===== config.mk =====
export PLATFORM = sky130hd
export DESIGN_NAME = fall_time_sqrt
export DESIGN_NICKNAME = d
export VERILOG_FILES = /design/src/rtl/fall_time_sqrt.sv
export SDC_FILE = /design/constraint.sdc
export NUM_CORES = 1
export LEC_CHECK = 0
export BUFFER_PORTS_ARGS = -buffer_cell sky130_fd_sc_hd__buf_2
export CORE_MARGIN = 1
export CORE_UTILIZATION = 52
export CTS_BUF_LIST = sky130_fd_sc_hd__clkbuf_4 sky130_fd_sc_hd__clkbuf_8 sky130_fd_sc_hd__clkbuf_16
export DETAILED_ROUTE_END_ITERATION = 12
export PLACE_DENSITY = 0.74
export SLEW_MARGIN = 20
export SYNTH_ARGS = -nofsm -noshare
export SYNTH_HDL_FRONTEND = slang
export SYNTH_SLANG_ARGS = --single-unit

===== constraint.sdc =====
create_clock -name clk -period 2.9 [get_ports clk]
set_input_delay 0.145 -clock clk [delete_from_list [all_inputs] [get_ports clk]]
set_output_delay 0.145 -clock clk [all_outputs]
set_load 0.02 [all_outputs]

===== src/rtl/fall_time_sqrt.sv =====
// fall_time_sqrt: bit-serial restoring square root of a scaled drop height.
// Computes t_act = floor(sqrt(h_scaled) * 2^FRAC_BITS), one root bit per clock.
// Ports: clk, rst_n (async, active-low), start, h_scaled[15:0] in;
//        busy, done (1-cycle pulse), t_act[15:0] (Q(16-F).F) out.
// Optional macro SQRT_ROUND_EN: adds a ROUND state (round-to-nearest, saturating).
module fall_time_sqrt #(
    parameter int FRAC_BITS = 8
) (
    input  logic        clk,
    input  logic        rst_n,
    input  logic        start,
    input  logic [15:0] h_scaled,
    output logic        busy,
    output logic        done,
    output logic [15:0] t_act
);

    localparam int ITER = 8 + FRAC_BITS;
    localparam int RW   = 2 * ITER;
    localparam int REMW = ITER + 2;
    localparam int CW   = 5;

`ifdef SQRT_ROUND_EN
    typedef enum logic [1:0] {
        S_IDLE  = 2'd0,
        S_CALC  = 2'd1,
        S_DONE  = 2'd2,
        S_ROUND = 2'd3
    } state_t;
`else
    typedef enum logic [1:0] {
        S_IDLE = 2'd0,
        S_CALC = 2'd1,
        S_DONE = 2'd2
    } state_t;
`endif

    state_t          state;
    logic [RW-1:0]   rad_q;
    logic [REMW-1:0] rem_q;
    logic [ITER-1:0] root_q;
    logic [CW-1:0]   cnt_q;

    logic [REMW-1:0] rem_sh;
    logic [REMW-1:0] trial;
    logic [REMW-1:0] rem_nx;
    logic [ITER-1:0] root_nx;
    logic            ge;
    logic            last;

    // Bring down the next radicand bit pair; trial divisor is 4*root+1.
    // The remainder never exceeds 2*root, so the shift loses nothing.
    always_comb begin
        rem_sh  = (rem_q << 2) | REMW'(rad_q[RW-1 -: 2]);
        trial   = {root_q, 2'b01};
        ge      = (rem_sh >= trial);
        rem_nx  = ge ? (rem_sh - trial) : rem_sh;
        root_nx = {root_q[ITER-2:0], ge};
        last    = (cnt_q == CW'(ITER - 1));
    end

`ifdef SQRT_ROUND_EN
    logic [16:0] root_inc;
    logic [15:0] rounded;

    // x - r^2 > r  <=>  sqrt(x) >= r + 0.5 for integer x, r.
    always_comb begin
        root_inc = 17'(root_q) + 17'd1;
        rounded  = 16'(root_q);
        if (rem_q > REMW'(root_q)) begin
            rounded = root_inc[16] ? 16'hFFFF : root_inc[15:0];
        end
    end
`endif

    always_ff @(posedge clk or negedge rst_n) begin
        if (!rst_n) begin
            state  <= S_IDLE;
            rad_q  <= '0;
            rem_q  <= '0;
            root_q <= '0;
            cnt_q  <= '0;
            busy   <= 1'b0;
            done   <= 1'b0;
            t_act  <= '0;
        end else begin
            done <= 1'b0;
            unique case (state)
                S_IDLE: begin
                    if (start) begin
                        rad_q  <= RW'(h_scaled) << (2 * FRAC_BITS);
                        rem_q  <= '0;
                        root_q <= '0;
                        cnt_q  <= '0;
                        busy   <= 1'b1;
                        state  <= S_CALC;
                    end
                end
                S_CALC: begin
                    rem_q  <= rem_nx;
                    root_q <= root_nx;
                    rad_q  <= rad_q << 2;
                    cnt_q  <= cnt_q + 1'b1;
                    if (last) begin
`ifdef SQRT_ROUND_EN
                        state <= S_ROUND;
`else
                        state <= S_DONE;
                        busy  <= 1'b0;
                        done  <= 1'b1;
                        t_act <= 16'(root_nx);
`endif
                    end
                end
`ifdef SQRT_ROUND_EN
                S_ROUND: begin
                    state <= S_DONE;
                    busy  <= 1'b0;
                    done  <= 1'b1;
                    t_act <= rounded;
                end
`endif
                S_DONE: begin
                    state <= S_IDLE;
                end
                default: begin
                    state <= S_IDLE;
                    busy  <= 1'b0;
                end
            endcase
        end
    end

endmodule


==> impl_metrics.ini <==
[outcome]
status = finished, final reports clean

[worst_hold_path]
worstHoldPathCells = 3
hp-start = h_scaled[2]
hold_class = in2reg

[detailed_routing]
via_count = 3401
drt-pass1-iter-count = 5
routed_wl_um = 9160
viasPerCell = 5.87
wl_per_cell_um = 15.8
ant_nets = 0
drtIter0Drc = 156
route.detailed.drc = 0

[worst_setup_path]
cp_data_required_time_ns = 3.11
critPathMaxStageDelay_ns = 0.43
crit_chain = ha_1 > a21o_1 > a311oi_1 > o211a_1 > a211oi_4 > nor2_2 > buf_12 > o311ai_2
crit_type = reg2reg
r2r-start = rem_q[10]
critPathSlowestCell = dfrtp_1
arrival_ns = 2.86
crit_path_end_kind = flip-flop
cp-start-kind = flip-flop
cp_max_fo = 8
critPathLaunch = rem_q[10]
r2r_cells = 8

[timing]
drv_slew = 0
grt_setup_unrepaired = no
setup_viol = 0
min_period_ns = 2.66
post-route-period-util_pct = 91.6
final_hold_viol_count = 0
setup_tns_ns = 0
relSlewSlack_pct = 41.2
finClkSkew_ns = 0.00856
worst_pin_slew_ns = 0.882
max_freq_ghz = 0.376

[global_route]
top_usage_layer = met2
grt_pass1_wl_um = 15500
grt_max_degree = 35
first_global_vias = 3392
antenna_found_initial = 0
overflow = 0
gr-usage-all-layers_pct = 23.5
grt_use_met1_pct = 29.7
grt_use_met2_pct = 40.2
met3_usage_pct = 4.21

[cts]
cts_max_level = 3
clock_sinks = 73
cts_tree = yes
cts_made_buffers = 9
clk_pin_slew_ns = 0.08
root_buffer = clkbuf_8
clkLatencyLatePin_ns = 0.36
clockBufferDepth = 2

[floorplan]
initial_core_util_pct = 53.4
die_h_um = 90.9
die_area_mm2 = 0.00825
die_x_um = 90.9
row_count = 32
io_pins = 37
core_area_mm2 = 0.00769

[placed_design]
io_buffers = 36
hpwlAfterDp_um = 6280
gp_congestion = 0.889
placedInstanceArea_mm2 = 0.00434

[synth]
synth_seq_area_share_pct = 44.5
synth_enable_flop_cells = 0
ys_top_cells_by_area = dfrtp_1 44%, o21ai_0 7.7%, ha_1 6.1%
synthXorXnorAreaFrac_pct = 2.35
synth.distinct_cells = 57
yosys.area_share.simple_pct = 15.5
ys.warnings.count = 0
synth-adder-area-share_pct = 6.10
syn_area_mm2 = 0.00411
ys_ff_latch = 73
synth_top_area_cell = dfrtp_1
synth_top_family_by_area = compound AO/OA/AOI/OAI gates
synth_area_per_cell_um2 = 9.29
postSynthCellCount = 442
synth_nets = 481
synth_compound_area_share_pct = 25.2
muxShareOfSynthArea_pct = 0.244
synth_ff_type = dfrtp_1
yosysTopAreaCellShare_pct = 44.5
synth_common_cells = 73 x dfrtp_1, 63 x o21ai_0, 57 x nand2_1, 24 x inv_1, 23 x a21oi_1
synth.most_common_cell = dfrtp_1
synthArstFlopShare_pct = 100

[final_layout]
final_area_mm2 = 0.00458
area_growth_pct = 11.6
drive_gt1_share_pct = 16.1
fillCellCount = 708
diodes = 0
nNetsFinal = 511

[pwr]
ir_drop_mv = 0.523
power.leakage_nw = 2.10
power_density_mw_per_mm2 = 1400

[flow_run]
maxCapViolCount = 0
==> routing by layer <==
| layer | wire length [um] | vias up |
|---|---|---|
| li1 | - | 1646 |
| met1 | 4200 | 1665 |
| met2 | 4400 | 78 |
| met3 | 416 | 12 |
| met4 | 142 | 0 |
| met5 | 0 | - |
==> critical path, delay by kind of cell, from the launching register on <==
| kind | cells | cell delay, ns |
|---|---|---|
| AO/OA/AOI/OAI | 5 | 1.12 |
| buffers and inverters | 1 | 0.19 |
| AND/OR/NAND/NOR | 1 | 0.40 |
| flip-flops | 1 | 0.43 |
| adder cells (fa/ha/maj) | 1 | 0.39 |
==> final timing paths <==
path / endpoint / slack, ns
setup / recovery: rem_q[6] / 0.24
hold / removal: rad_q[18] / 0.07
hold reg to reg: t_act[7] / 0.47
max in group asynchronous: t_act[8] / 1.78
min in group asynchronous: root_q[4] / 0.35
setup reg to reg: rem_q[6] / 0.24
==> power by group <==
group	switching [mW]	internal, mW
clock	0.385	0.543
sequential	0.303	1.47
combinational	2.17	1.54
total	2.86	3.55
==> sequential cells by signal, summed over array words and instances (netlist names) <==
signal,flops
root_q,16
done,1
cnt_q,5
state,2
t_act,16
rad_q,16
busy,1
rem_q,16
==> placed cells by master, fill, tap and decap left out, types with 2 or more instances in the layout <==
master     synthesis  layout
a211o_1            2       2
a211oi_1           4       4
a21o_1             7       7
a21oi_1           23      23
a22o_1             2       2
a22oi_1           14      14
a2bb2oi_1          2       2
a31oi_1            3       3
a41oi_1            3       3
and2_2             3       3
and3_1             3       3
buf_2              2      36
buf_4              2       8
bufinv_16          0       2
clkbuf_8           1      11
dfrtp_1           73      73
ha_1              20      20
inv_1             24      24
nand2_1           57      57
nand2b_1           2       2
nand3_1            5       5
nand4_1           13      13
nor2_1            11      11
nor2b_1           19      18
nor3_1             6       6
o211ai_1           6       6
o21ai_0           63      63
o21bai_1           4       3
o311ai_1           2       2
o311ai_2           4       4
o31a_1             2       2
o31ai_1            5       5
or2b_2             2       2
xnor2_1            7       7
xor2_1             4       4
==> repair_timing <==
| item | 4_1_cts | 5_1_grt |
|---|---|---|
| gates resized for setup | 0 | 0 |
| endpoints found under the hold margin | 26 | 0 |
| buffers inserted | 0 | 0 |
| hold buffers | 1 | 0 |
==> area by class of cell <==
class	instances	area, um2	share of cell area, %
Clock buffer	12	159	3.47
Clock inverter	4	73.8	1.61
Inverter	24	90.1	1.97
Multi-Input combinational cell	318	2030	44.4
Sequential cell	73	1830	39.9
Tap cell	102	128	2.79
Timing Repair Buffer	46	270	5.90
==> stage by stage <==
stage          util [%]  total power, mW  setup slack [ns]  hold slack, ns  instances
2_1_floorplan         -             4.67             0.743          -0.151        442
3_5_place_dp       56.4             5.47             0.336           0.209        562
3_3_place_gp       56.4             5.36             0.385           0.209        562
6_report           59.6             6.41             0.244          0.0683        579
4_1_cts            59.6             6.42             0.308          0.0739        579
5_1_grt            59.6             6.92             0.133          0.0909        579
==> cells by family after synthesis <==
family	after synthesis
AND/OR/NAND/NOR	129
flip-flops	73
AO/OA/AOI/OAI	157
XOR/XNOR	11
buffers and inverters	51
multiplexers	1
adder cells (fa/ha/maj)	20
Power figures use the tool's default switching activity.
